`src/rtl/ser_pkg.sv`:
```
// Shared types and helpers for the word serializer.
// Imported by the hold buffer and the serializer top.
package ser_pkg;

   typedef enum logic {
      S_IDLE,
      S_SHIFT
   } ser_state_t;

   function automatic int ser_cnt_w(input int width);
      return $clog2(width);
   endfunction

endpackage

```
`src/rtl/ser_hold_buf.sv`:
```
// One-entry holding register between the handshake and the shifter.
// Lets the next word wait while the current one is still shifting.
module ser_hold_buf
   import ser_pkg::*;
#(
   parameter int WIDTH = 8
) (
   input  logic             clk,
   input  logic             rst_n,
   input  logic             clear,
   input  logic             load,
   input  logic             unload,
   input  logic [WIDTH-1:0] din,
   output logic [WIDTH-1:0] dout,
   output logic             full
);

   always_ff @(posedge clk or negedge rst_n) begin
      if (!rst_n) begin
         full <= 1'b0;
         dout <= '0;
      end else if (clear) begin
         full <= 1'b0;
      end else if (load) begin
         dout <= din;
         full <= 1'b1;
      end else if (unload) begin
         full <= 1'b0;
      end
   end

endmodule

```
`src/rtl/word_serializer.sv`:
```
// Parallel-to-serial feeder for the 1010 sequence detector.
// Streams accepted words one bit per clock on ser_x, gap-free.
module word_serializer
   import ser_pkg::*;
#(
   parameter int WIDTH     = 8,
   parameter int MSB_FIRST = 1
) (
   input  logic             clk,
   input  logic             rst_n,
   input  logic             clear,
   input  logic [WIDTH-1:0] in_data,
   input  logic             in_valid,
   output logic             in_ready,
   output logic             ser_x,
   output logic             ser_valid,
   output logic             word_done,
   output logic             busy
);

   localparam int CW = ser_cnt_w(WIDTH);
   localparam logic [CW-1:0] LAST = CW'(WIDTH - 1);

   ser_state_t       state;
   logic [CW-1:0]    cnt;
   logic [CW-1:0]    cnt_nxt;
   logic [WIDTH-1:0] shreg;
   logic [WIDTH-1:0] hold_q;
   logic [WIDTH-1:0] load_src;
   logic             hold_full;
   logic             accept;
   logic             last;
   logic             hold_load;
   logic             hold_unload;
   logic             first_bit;
   logic             next_bit;

   assign in_ready    = !hold_full;
   assign accept      = in_valid && in_ready && !clear;
   assign last        = (state == S_SHIFT) && (cnt == LAST);
   assign cnt_nxt     = cnt + 1'b1;
   assign hold_load   = accept && (state == S_SHIFT) && !last;
   assign hold_unload = last && hold_full;
   assign busy        = (state == S_SHIFT) || hold_full;

   // hold is only ever full while shifting, so IDLE always loads in_data
   assign load_src  = hold_full ? hold_q : in_data;
   assign first_bit = (MSB_FIRST != 0) ? load_src[WIDTH-1] : load_src[0];
   assign next_bit  = (MSB_FIRST != 0) ? shreg[WIDTH-2] : shreg[1];

   ser_hold_buf #(
      .WIDTH (WIDTH)
   ) u_hold (
      .clk    (clk),
      .rst_n  (rst_n),
      .clear  (clear),
      .load   (hold_load),
      .unload (hold_unload),
      .din    (in_data),
      .dout   (hold_q),
      .full   (hold_full)
   );

   always_ff @(posedge clk or negedge rst_n) begin
      if (!rst_n) begin
         state     <= S_IDLE;
         cnt       <= '0;
         shreg     <= '0;
         ser_x     <= 1'b0;
         ser_valid <= 1'b0;
         word_done <= 1'b0;
      end else if (clear) begin
         state     <= S_IDLE;
         cnt       <= '0;
         ser_x     <= 1'b0;
         ser_valid <= 1'b0;
         word_done <= 1'b0;
      end else begin
         unique case (state)
            S_IDLE: begin
               if (accept) begin
                  state     <= S_SHIFT;
                  shreg     <= load_src;
                  cnt       <= '0;
                  ser_x     <= first_bit;
                  ser_valid <= 1'b1;
                  word_done <= 1'b0;
               end
            end
            S_SHIFT: begin
               if (last) begin
                  if (hold_full || accept) begin
                     shreg     <= load_src;
                     cnt       <= '0;
                     ser_x     <= first_bit;
                     ser_valid <= 1'b1;
                     word_done <= 1'b0;
                  end else begin
                     state     <= S_IDLE;
                     cnt       <= '0;
                     ser_x     <= 1'b0;
                     ser_valid <= 1'b0;
                     word_done <= 1'b0;
                  end
               end else begin
                  if (MSB_FIRST != 0)
                     shreg <= {shreg[WIDTH-2:0], 1'b0};
                  else
                     shreg <= {1'b0, shreg[WIDTH-1:1]};
                  cnt       <= cnt_nxt;
                  ser_x     <= next_bit;
                  word_done <= (cnt_nxt == LAST);
               end
            end
            default: state <= S_IDLE;
         endcase
      end
   end

endmodule

```
`config.mk`:
```
export PLATFORM = sky130hd
export DESIGN_NAME = word_serializer
export DESIGN_NICKNAME = d
export VERILOG_FILES = /design/src/rtl/ser_pkg.sv /design/src/rtl/ser_hold_buf.sv /design/src/rtl/word_serializer.sv
export SDC_FILE = /design/constraint.sdc
export NUM_CORES = 1
export LEC_CHECK = 0
export ABC_AREA = 1
export CELL_PAD_IN_SITES_DETAIL_PLACEMENT = 1
export CELL_PAD_IN_SITES_GLOBAL_PLACEMENT = 2
export CORE_ASPECT_RATIO = 0.8
export CORE_MARGIN = 10
export CORE_UTILIZATION = 35
export CTS_BUF_LIST = sky130_fd_sc_hd__clkbuf_2
export DETAILED_ROUTE_END_ITERATION = 16
export PLACE_DENSITY_LB_ADDON = 0.2
export REMOVE_ABC_BUFFERS = 1
export SLEW_MARGIN = 15
export SYNTH_ARGS = -nofsm -noshare
export SYNTH_HDL_FRONTEND = slang
export SYNTH_SLANG_ARGS = --single-unit
export TNS_END_PERCENT = 30
```
`constraint.sdc`:
```
create_clock -name clk -period 2.2 [get_ports clk]
set_input_delay 0.22 -clock clk [delete_from_list [all_inputs] [get_ports clk]]
set_output_delay 0.22 -clock clk [all_outputs]
set_load 0.05 [all_outputs]
```
# Word-level counts from Yosys, hierarchy flattened
# Cells that the tools add are included.
# classes
addsub	1
n_bitwise	2
reduce_logical	15
muxes	30
eq_ne	6
# ops
op	n
7-bit 2-to-1 mux	3
1-bit 2-to-1 mux	17
7-bit one-hot mux with 2 select lines	1
3-bit 2-to-1 mux	3
8-bit 2-to-1 mux	1
1-bit one-hot mux with 2 select lines	4
3-bit equality test, second input constant	2
1-bit logical AND	6
3-bit by 2-bit != test with 1-bit output, second input constant	2
3-bit one-hot mux with 2 select lines	1
2-bit AND reduction	2
3-bit by 1-bit adder with 3-bit output, second input constant	1
1-bit logical NOT	3
3-bit != test, second input constant	1
3-bit AND reduction	1
3-bit nonzero test	1
1-bit logical OR	2
2-bit != test, second input constant	1
1-bit inverter	2
# word_totals
reg_bits	23
word_cells	62

# Longest topological paths before layout
# Gate-level depths: netlist of the first run.
# depth
word_depth	8
mapped_depth	10
mapped_depth_nobuf	9

# Hierarchy
# Synthesis of the first run repeated with hierarchy kept, for this count alone.
# hier_totals
hier_cells	167
hier_area_um2	1300.0
# modules_own_cells
mod	cells_each	seq_area_each_um2	area_each_um2	instances
word_serializer	128	350.3	925.9	1
ser_hold_buf	39	225.2	374.1	1

# Worst setup path before layout of the first run
# OpenSTA, ideal clock, no wires.
# synth_path
path_kind	register to register
from	reg cnt[1]
to	reg u_hold.dout[7]
stages_incl_launch_ff	10
path_slack_ns	0.742
arrival_time_ns	1.342
required_ns	2.083
path_cell_list	dfrtp_1 ha_1 ha_1 inv_1 nand2_4 clkinv_2 nand4_4 buf_6 nand2_2 o21ai_2
# synth_via
elab_chain_len	5
# synth_rtl
element	line	source
from (decl)	word_serializer.sv:25	logic [CW-1:0] cnt;
from (signal assigned)	word_serializer.sv:110	cnt <= cnt_nxt;
3-bit equality test	word_serializer.sv:40	assign last = (state == S_SHIFT) && (cnt == LAST);
1-bit logical AND	word_serializer.sv:40	
1-bit logical NOT	word_serializer.sv:42	assign hold_load = accept && (state == S_SHIFT) && !last;
1-bit logical AND	word_serializer.sv:42	
2-bit AND reduction (no line)	n/a	
to (signal assigned)	ser_hold_buf.sv:25	dout <= din;
to (decl)	ser_hold_buf.sv:14	output logic [WIDTH-1:0] dout,
# No other way between the ends.
# A chain may end at the register's enable or synchronous reset.

# Worst setup path in the final report of the first run
# layout_path
from	reg u_hold.full
to	out busy
# layout_via
elab_chain_len	1
# layout_rtl
element	line	source
from (decl)	ser_hold_buf.sv:15	output logic full
from (signal assigned)	ser_hold_buf.sv:20	full <= 1'b0;
from (signal assigned)	ser_hold_buf.sv:23	full <= 1'b0;
from (signal assigned)	ser_hold_buf.sv:26	full <= 1'b1;
1-bit logical OR	word_serializer.sv:44	assign busy = (state == S_SHIFT) || hold_full;
to (decl)	word_serializer.sv:18	output logic busy
# No other way between the ends.

==> metrics.md, run 1 <==
| Metric | Value |
|---|---|
| Layout cells sized above 1 | 12.43% |
| Fmax | 507.1 MHz |
| Worst R2R Start | cnt[0] |
| Post-synthesis compound-gate area fraction | 9.372% |
| # fillers | 437 |
| Flops & latches, synth | 23 |
| Final Critical Period | 1.972 ns |
| Syn Inst Count | 160 |
| Crit path capture type | primary output |
| Die X | 86.95 um |
| I/O pin cnt | 17 |
| Clock sink count | 23 |
| RSZ-0062 raised after global routing | false |
| Core area | 3447 um^2 |
| GRT Util Overall | 9.725% |
| Req. time, crit path | 1.98 ns |
| HP Class | in2async |
| H-tree levels | 1 |
| Hold_buf cts | 0 |
| TNS Setup | 0 ns |
| Crit path DAT | 1.75 ns |
| DP HPWL | 2.234 mm |
| Vias in the first global route | 1087 |
| DR vias/cell | 4.804 |
| Leakage | 0.7777 nW |
| Avg Synthesized Cell Area | 7.843 um^2 |
| XOR/XNOR Fraction of Synth Area | 0% |
| Tcrit/Tclk final | 89.63% |
| Cell Area, Synth | 1255 um^2 |
| CTS buffer count | 3 |
| R2R Setup Slk | 0.37 ns |
| Layout area overhead | 16.55% |
| Nets@finish | 193 |
| PwrDens | 721.5 nW/um^2 |
| Worst skew pair latency | 0.34 ns |
| Initial antenna violation count | 0 |
| Routed WL | 2.933 mm |
| Routed Antenna Nets | 0 |
| Row cnt | 19 |
| Largest net degree at the start of global routing | 24 |
| Peak supply drop | 315.2 uV |
| Final Slew Violations | 0 |
| Crit Reg-Reg Endpoint | u_hold.dout[0] |
| Crit Path Class | reg2out |
| Vias | 1052 |
| Commonest non-fill, non-tap cell in the layout | nand2_1 |
| Die Ht | 73.56 um |
| Mux share of post-synthesis cell area | 0% |
| Clk slew on worst S/H paths | 0.23 ns |
| Met2 Usage GRT | 16.00% |
| First-pass GRT wire length | 4.995 mm |
| Fin. Hold Viols | 0 |
| Slew @ Worst Pin | 0.5058 ns |
| Post-synthesis sequential area ratio | 45.86% |
| Worst path cell trace | inv_4 -> nand2_1 -> dlygate4sd2_1 |
| Max-Cap Viols | 0 |
| Root Buffer | clkbuf_2 |
| CP startpoint kind | flop |
| DR WL/cell | 13.39 um |
| Yosys warnings | 0 |
| Met3 Resource Use GR | 3.646% |
| Slew HR | 66.23% |
| Synth Area in Adders | 2.991% |
| Congestion Overflow GR | 0 |
| GP Congestion | 0.7478 |
| Longest Clk Path Bufs | 2 |
| Critical Path Max Stage Delay | 0.63 ns |
| FF-to-FF path depth | 8 |
| Combinational family with the most area after synthesis | simple AND/OR/NAND/NOR gates |
| Grt peak-use layer | met2 |
| Worst Skew | 0.01092 ns |
| Final setup fails | 0 |
| Simple-Gate Fraction of Synth Area | 31.31% |
| Starting Density | 36.41% |
| Residual DRC | 0 |
| Iteration-0 DRC Markers | 28 |
| Netlist cell types | 20 |
| CTS tree | built |
| CP max-delay cell | dfrtp_1 |
| Most frequent cells in the layout | 66 x nand2_1, 23 x dfrtp_1, 22 x inv_1 |
| Crit Path Max Fanout | 14 |
| Port Buffers | 16 |
| Number of diodes | 0 |
| Status | complete, no violations |
| DR pass1 iterations | 5 |
| Final core utilization | 42.43% |
| Die area | 6396 um^2 |
| GR Util met1 | 11.58% |
## synthesized netlist by cell type (all sizes together)
library cell,count,share of area [%]
nor2,2,0.60
a21oi,2,0.80
inv,24,7.4
nand2,71,23
o21bai,1,0.60
o22ai,2,1.0
buf,4,2.7
ha,3,3.0
nand3,15,6.0
o31ai,1,0.60
dfrtp,23,46
nand4,1,1.7
clkinv,1,0.40
o21ai,10,6.4
## cell type report
cell class	count	area, um^2	share of cell area (%)
clock buffers	4	20.02	1.369
repair buffers	17	168.9	11.55
flip-flops and latches	23	575.6	39.35
multi-input cells	108	548.0	37.47
well taps	42	52.55	3.593
inverters	25	97.59	6.672
## layer usage
metal | vias up | share of wire [%]
met5 | - | 0
met4 | 0 | 0.78
met3 | 2 | 5.7
met2 | 16 | 47
met1 | 504 | 46
li1 | 530 | -
## sequential cells by signal, summed over array words and instances (netlist names)
signal,flops
u_hold.full,1
u_hold.dout,8
state,1
ser_x,1
ser_valid,1
word_done,1
shreg,7
cnt,3
## cell families (layout without fill, tap and decap cells)
family	count (synthesis)	after routing
and+or+nand+nor	89	89
DFF	23	23
AOI/OAI and AO/OA	16	16
buffers and inverters	29	46
adders and majority gates	3	3
## critical path, delay by kind of cell (launching register included)
family / cells / cell delay, ns
buf+inv: 2 / 0.68
flops: 1 / 0.63
simple gates: 1 / 0.10
## power by group
part | switching, mW | internal [mW] | total, mW | leakage [nW]
Clock | 0.135 | 0.0480 | 0.183 | 0.0166
Sequential | 0.0555 | 0.508 | 0.564 | 0.296
Combinational | 0.190 | 0.118 | 0.309 | 0.465
Total | 0.380 | 0.675 | 1.06 | 0.778
## metrics by stage
step	area [um^2]	power [mW]	hold WS [ns]	cells	setup WS, ns
2_1_floorplan	1221	0.7806	-0.07559	156	0.6356
3_3_place_gp	1441	0.8788	0.4574	215	0.4280
3_5_place_dp	1441	0.8924	0.4669	215	0.3759
4_1_cts	1460	1.076	0.1987	219	0.004128
5_1_grt	1463	1.137	0.1963	219	0.1060
6_report	1463	1.055	0.1953	219	0.2282
## how the worst max path moves through the flow
stage,from,slack [ns],depth (start not counted),endpoint
after floorplan,cnt[1],0.64,8,u_hold.dout[0]
after global placement,u_hold.full,0.43,3,busy
after detailed placement,cnt[0],0.38,8,u_hold.dout[0]
after CTS,u_hold.full,0.004,2,in_ready
after global routing,u_hold.full,0.11,3,busy
final,u_hold.full,0.23,3,busy
## repair_timing
action | 4_1_cts | 5_1_grt
cloned | 0 | 0
hold endpoints to repair | 0 | 0
setup buffers | 0 | 0
setup endpoints to repair | 1 | 1
gates resized for setup | 1 | 1
pin swaps | 0 | 0
No activity file was read; power rests on OpenSTA's default activity.
==> inputs of run 2 (changes only) <==
- RECOVER_POWER: default -> 50
==> metrics.md, run 2 (synthesis results as in run 1) <==
| Metric | Value |
|---|---|
| Critical Path Sink | busy (unchanged) |
| Slew @ Worst Pin | 1.310 ns (was 0.5058 ns) |
| CTS tree | built (unchanged) |
| Critical Path Source | u_hold.full (unchanged) |
| Hold_buf cts | 0 (unchanged) |
| Largest register by flop count | u_hold.dout (unchanged) |
| Crit Path Class | reg2out (unchanged) |
| # Post-CTS Setup Buffers | 0 (unchanged) |
| Clock sink count | 23 (unchanged) |
| GP Congestion | 0.7478 (unchanged) |
| Initial antenna violation count | 0 (unchanged) |
| Crit Reg-Reg Endpoint | u_hold.dout[0] (unchanged) |
| Slew HR | 12.65% (was 66.23%) |
| DR vias/cell | 4.808 (was 4.804) |
| Dpl cell area | 1441 um^2 (unchanged) |
| DP Worst Slack | 0.3759 ns (unchanged) |
| Die Ht | 73.56 um (unchanged) |
| Nets@finish | 193 (unchanged) |
| Crit path capture type | primary output (unchanged) |
| HP Class | in2reg (was in2async) |
| Number of diodes | 0 (unchanged) |
| Dpl cells | 215 (unchanged) |
| Layout cells sized above 1 | 11.30% (was 12.43%) |
| Starting Density | 36.41% (unchanged) |
| Int Power | 0.6734 mW (was 0.6747 mW) |
| Psw | 0.3791 mW (was 0.3805 mW) |
| Vias in the first global route | 1087 (unchanged) |
| Final std cells w/o fill | 219 (unchanged) |
| DR pass1 iterations | 4 (was 5) |
| Sw Share | 36.02% (was 36.06%) |
| Die area | 6396 um^2 (unchanged) |
| Routed WL | 2.910 mm (was 2.933 mm) |
| Sequential share of power | 53.6% (was 53.4%) |
| Worst skew pair latency | 0.35 ns (was 0.34 ns) |
| Iteration-0 DRC Markers | 31 (was 28) |
| Vias | 1053 (was 1052) |
| Biggest regs | u_hold.dout: 8 flops, shreg: 7 flops, cnt: 3 flops (unchanged) |
| Core area | 3447 um^2 (unchanged) |
| First-pass GRT wire length | 4.995 mm (unchanged) |
| GRT Util Overall | 9.725% (unchanged) |
| Finished Cell Area | 1456 um^2 (was 1463 um^2) |
| CTS buffer count | 3 (unchanged) |
| Crit Path Max Fanout | 14 (unchanged) |
| Tcrit/Tclk final | 89.57% (was 89.63%) |
| TNS Setup | 0 ns (unchanged) |
| Layout area overhead | 16.05% (was 16.55%) |
| Longest Clk Path Bufs | 2 (unchanged) |
| Clk pwr share | 17.3% (about the same) |
| Largest net degree at the start of global routing | 24 (unchanged) |
| Worst Skew | 0.01339 ns (was 0.01092 ns) |
| Final setup fails | 0 (unchanged) |
| CP startpoint kind | flop (unchanged) |
| Status | complete, no violations (unchanged) |
| Final worst slack | 0.2295 ns (was 0.2282 ns) |
| Leakage | 0.7737 nW (was 0.7777 nW) |
| Final Slew Violations | 0 (unchanged) |
| DP HPWL | 2.234 mm (unchanged) |
| Largest register FFs | 8 (unchanged) |
| DR WL/cell | 13.29 um (was 13.39 um) |
| Commonest non-fill, non-tap cell in the layout | nand2_1 (unchanged) |
| FF-to-FF path depth | 8 (unchanged) |
| Crit path DAT | 1.75 ns (about the same) |
| Die X | 86.95 um (unchanged) |
| # fillers | 436 (was 437) |
| H-tree levels | 1 (unchanged) |
| I/O pin cnt | 17 (unchanged) |
| Final Critical Period | 1.971 ns (was 1.972 ns) |
| R2R Setup Slk | 0.37 ns (about the same) |
| Combinational cell fraction of total power | 29.1% (was 29.2%) |
| RSZ-0062 raised after global routing | false (unchanged) |
| Fmax | 507.5 MHz (was 507.1 MHz) |
| Most frequent cells in the layout | 67 x nand2_1, 23 x dfrtp_1, 22 x inv_1 (was 66 x nand2_1, 23 x dfrtp_1, 22 x inv_1) |
| PwrDens | 722.6 nW/um^2 (was 721.5 nW/um^2) |
| Clk slew on worst S/H paths | 0.23 ns (about the same) |
| Routed Antenna Nets | 0 (unchanged) |
| Root Buffer | clkbuf_2 (unchanged) |
| Congestion Overflow GR | 0 (unchanged) |
| Residual DRC | 0 (unchanged) |
| Max-Cap Viols | 0 (unchanged) |
| Peak supply drop | 312.5 uV (was 315.2 uV) |
| Req. time, crit path | 1.98 ns (about the same) |
| Row cnt | 19 (unchanged) |
| Port Buffers | 16 (unchanged) |
| Fin. Hold Viols | 0 (unchanged) |
| Worst R2R Start | cnt[0] (unchanged) |
==> run 2: changes by cell type in the layout (fill, tap and decap cells not counted) <==
cell             before  now
clkdlybuf4s50_1      14   13
nand2_1              66   67
clkbuf_1              0    1
nand2_2               3    2
buf_4                 1    0
dlygate4sd3_1         0    1
==> run 2: worst min-delay path by stage <==
stage                from             end  slack [ns]  depth (start not counted)
2_1_floorplan       rst_n          cnt[0]       -0.08                          0
3_3_place_gp     shreg[0]        shreg[0]        0.46                          2
3_5_place_dp    ser_valid       ser_valid        0.47                          2
4_1_cts             rst_n  u_hold.dout[1]        0.20                          2
5_1_grt        in_data[0]  u_hold.dout[0]        0.39                          3
6_report       in_data[5]  u_hold.dout[5]        0.43                          3
==> run 2: area by class of cell <==
class / instances / area (um^2) / share of cell area [%]
Inverter: 25 / 97.59 / 6.701
Sequential cell: 23 / 575.6 / 39.52
Timing Repair Buffer: 17 / 165.2 / 11.34
Tap cell: 42 / 52.55 / 3.608
Multi-Input combinational cell: 108 / 545.5 / 37.46
Clock buffer: 4 / 20.02 / 1.375
==> run 2: worst max-delay path, stage by stage (launching register included) <==
cell and delay (ns):
dfrtp_1 0.63, inv_4 0.15, nand2_1 0.10, dlygate4sd2_1 0.53
==> run 2: power by group through the flow <==
stage	sequential [mW]	clock, mW	combinational, mW
2_1_floorplan	0.576	0	0.204
3_3_place_gp	0.570	0	0.308
3_5_place_dp	0.574	0	0.319
4_1_cts	0.565	0.194	0.318
5_1_grt	0.577	0.208	0.351
6_report	0.564	0.182	0.307
==> run 2: per-stage QoR <==
| step | hold slack [ns] | total power, mW | util (%) |
|---|---|---|---|
| 3_3_place_gp | 0.4574 | 0.8788 | 41.81 |
| 6_report | 0.4314 | 1.052 | 42.25 |
| 3_5_place_dp | 0.4669 | 0.8924 | 41.81 |
| 2_1_floorplan | -0.07559 | 0.7806 | - |
| 4_1_cts | 0.1987 | 1.076 | 42.36 |
| 5_1_grt | 0.3890 | 1.135 | 42.25 |
==> run 2: timing repair <==
item / in CTS / in global routing
hold endpoints to repair: 0 / 0
gates cloned: 0 / 0
resized for setup: 1 / 1
setup endpoints to repair: 1 / 1
==> run 2: routing by layer <==
metal | vias to the layer above | part of all wire (%) | track usage (%)
met5 | - | 0 | 0
met4 | 0 | 0.79 | 2.693
met3 | 2 | 6.1 | 3.646
met2 | 16 | 48 | 16.00
li1 | 530 | - | -
met1 | 505 | 45 | 11.58
==> inputs of run 3 (changes only) <==
- GPL_ROUTABILITY_DRIVEN: default -> 0
- SETUP_SLACK_MARGIN: default -> 0.4
==> metrics.md, run 3 (synthesis results as in run 1) <==
| Metric | Value |
|---|---|
| Fmax | 550.4 MHz (was 507.5 MHz) |
| Final setup fails | 0 (unchanged) |
| RSZ-0062 raised after global routing | true (was false) |
| Crit path DAT | 1.60 ns (was 1.75 ns) |
| Largest register FFs | 8 (unchanged) |
| Starting Density | 36.41% (unchanged) |
| Die Ht | 73.56 um (unchanged) |
| Vias | 1047 (was 1053) |
| Die X | 86.95 um (unchanged) |
| Crit Path Class | reg2out (unchanged) |
| Layout cells sized above 1 | 13.97% (was 11.30%) |
| Worst skew pair latency | 0.34 ns (was 0.35 ns) |
| Most frequent cells in the layout | 66 x nand2_1, 23 x dfrtp_1, 22 x inv_1 (was 67 x nand2_1, 23 x dfrtp_1, 22 x inv_1) |
| I/O pin cnt | 17 (unchanged) |
| Slew @ Worst Pin | 1.311 ns (was 1.310 ns) |
| TNS Setup | 0 ns (unchanged) |
| Nets@finish | 195 (was 193) |
| DR vias/cell | 4.738 (was 4.808) |
| Commonest non-fill, non-tap cell in the layout | nand2_1 (unchanged) |
| H-tree levels | 1 (unchanged) |
| Peak supply drop | 312.9 uV (was 312.5 uV) |
| Dpl cell area | 1441 um^2 (unchanged) |
| Iteration-0 DRC Markers | 24 (was 31) |
| R2R Setup Slk | 0.47 ns (was 0.37 ns) |
| Longest Clk Path Bufs | 2 (unchanged) |
| Routed met3 length | 172 um (was 177 um) |
| Max-Cap Viols | 0 (unchanged) |
| Top Metal Used | met4 (unchanged) |
| Tcrit/Tclk final | 82.59% (was 89.57%) |
| First-pass GRT wire length | 5.050 mm (was 4.995 mm) |
| Clk slew on worst S/H paths | 0.23 ns (about the same) |
| Metal-1 WL | 1.333 mm (was 1.318 mm) |
| Port Buffers | 16 (unchanged) |
| Critical Path Sink | busy (unchanged) |
| Worst Skew | 0.01564 ns (was 0.01339 ns) |
| DR WL/cell | 13.32 um (was 13.29 um) |
| Crit path capture type | primary output (unchanged) |
| Layout area overhead | 18.24% (was 16.05%) |
| DR pass1 iterations | 3 (was 4) |
| Root Buffer | clkbuf_2 (unchanged) |
| CP startpoint kind | flop (unchanged) |
| Row cnt | 19 (unchanged) |
| Req. time, crit path | 1.98 ns (about the same) |
| Fin. Hold Viols | 0 (unchanged) |
| Final Critical Period | 1.817 ns (was 1.971 ns) |
| Status | complete, no violations (unchanged) |
| FF-to-FF path depth | 9 (was 8) |
| Core area | 3447 um^2 (unchanged) |
| HP Class | in2reg (unchanged) |
| Residual DRC | 0 (unchanged) |
| Critical Path Source | u_hold.full (unchanged) |
| Vias in the first global route | 1100 (was 1087) |
| Hold_buf cts | 0 (unchanged) |
| Largest net degree at the start of global routing | 24 (unchanged) |
| Pwr Total | 1.058 mW (was 1.052 mW) |
| Routed Antenna Nets | 0 (unchanged) |
| Worst R2R Start | cnt[0] (unchanged) |
| GRT Util Overall | 9.839% (was 9.725%) |
| Biggest regs | u_hold.dout: 8 flops, shreg: 7 flops, cnt: 3 flops (unchanged) |
| Crit Reg-Reg Endpoint | u_hold.dout[2] (was u_hold.dout[0]) |
| Number of diodes | 0 (unchanged) |
| CTS tree | built (unchanged) |
| PwrDens | 712.9 nW/um^2 (was 722.6 nW/um^2) |
| Final Slew Violations | 0 (unchanged) |
| Die area | 6396 um^2 (unchanged) |
| Finished Cell Area | 1484 um^2 (was 1456 um^2) |
| Met2 routed WL | 1.416 mm (was 1.391 mm) |
| Routed WL | 2.944 mm (was 2.910 mm) |
| Crit Path Max Fanout | 14 (unchanged) |
| Initial antenna violation count | 0 (unchanged) |
| Leakage | 0.7998 nW (was 0.7737 nW) |
| CTS buffer count | 3 (unchanged) |
| DP HPWL | 2.234 mm (unchanged) |
| Clock sink count | 23 (unchanged) |
| Congestion Overflow GR | 0 (unchanged) |
| Slew HR | 12.62% (was 12.65%) |
| Largest register by flop count | u_hold.dout (unchanged) |
run 3: cell count changes in the layout (fill, tap and decap cells not counted), sizes merged:
cell	previous run	this run
buf	0	2
clkdlybuf4s15	0	2
clkdlybuf4s50	13	11
clkbuf	5	6
dlygate4sd2	1	0
run 3: what timing repair did:
action / CTS / global route
setup buffers: 2 / 0
setup endpoints to repair: 12 / 13
gates resized for setup: 6 / 3
run 3: area by class of cell:
class,instances,area (um^2)
fill,438,1963
clock buffer,4,20.02
timing repair buffer,19,190.2
sequential,23,575.6
tap,42,52.55
multi-input combinational,108,548.0
inverter,25,97.59
run 3: per-stage QoR:
stage                     hold slack, ns  worst slack (ns)  std cells  utilization (%)
final                             0.4336            0.3830        221            43.05
after CTS                         0.1987            0.3726        221            43.27
after floorplan                 -0.07559            0.6356        156                -
after global routing              0.3883            0.2657        221            43.05
after detailed placement          0.4669            0.3759        215            41.81
after global placement            0.4574            0.4280        215            41.81
run 3: worst max-delay path, cell delays in order, from the launching register on:
cell and delay (ns):
dfrtp_1 0.63, inv_4 0.15, nand2_1 0.10, clkdlybuf4s15_2 0.37
run 3: worst min path at each step:
stage / start / end / depth (start not counted)
floorplan: rst_n / cnt[0] / 0
detailed placement: ser_valid / ser_valid / 2
finish: in_data[3] / u_hold.dout[3] / 3
global placement: shreg[0] / shreg[0] / 2
global route: in_data[0] / u_hold.dout[0] / 3
CTS: rst_n / u_hold.dout[1] / 2
run 3: power breakdown:
group / switching [mW] / total, mW / internal [mW]
logic: 0.191 / 0.314 / 0.122
registers: 0.0551 / 0.563 / 0.508
clock network: 0.133 / 0.181 / 0.0480
total: 0.379 / 1.06 / 0.679
run 3: routing by layer:
| layer | GRT usage (%) | vias to the layer above |
|---|---|---|
| met5 | 0 | - |
| met4 | 2.693 | 0 |
| met3 | 3.646 | 2 |
| met2 | 16.33 | 14 |
| met1 | 11.64 | 498 |
| li1 | - | 533 |
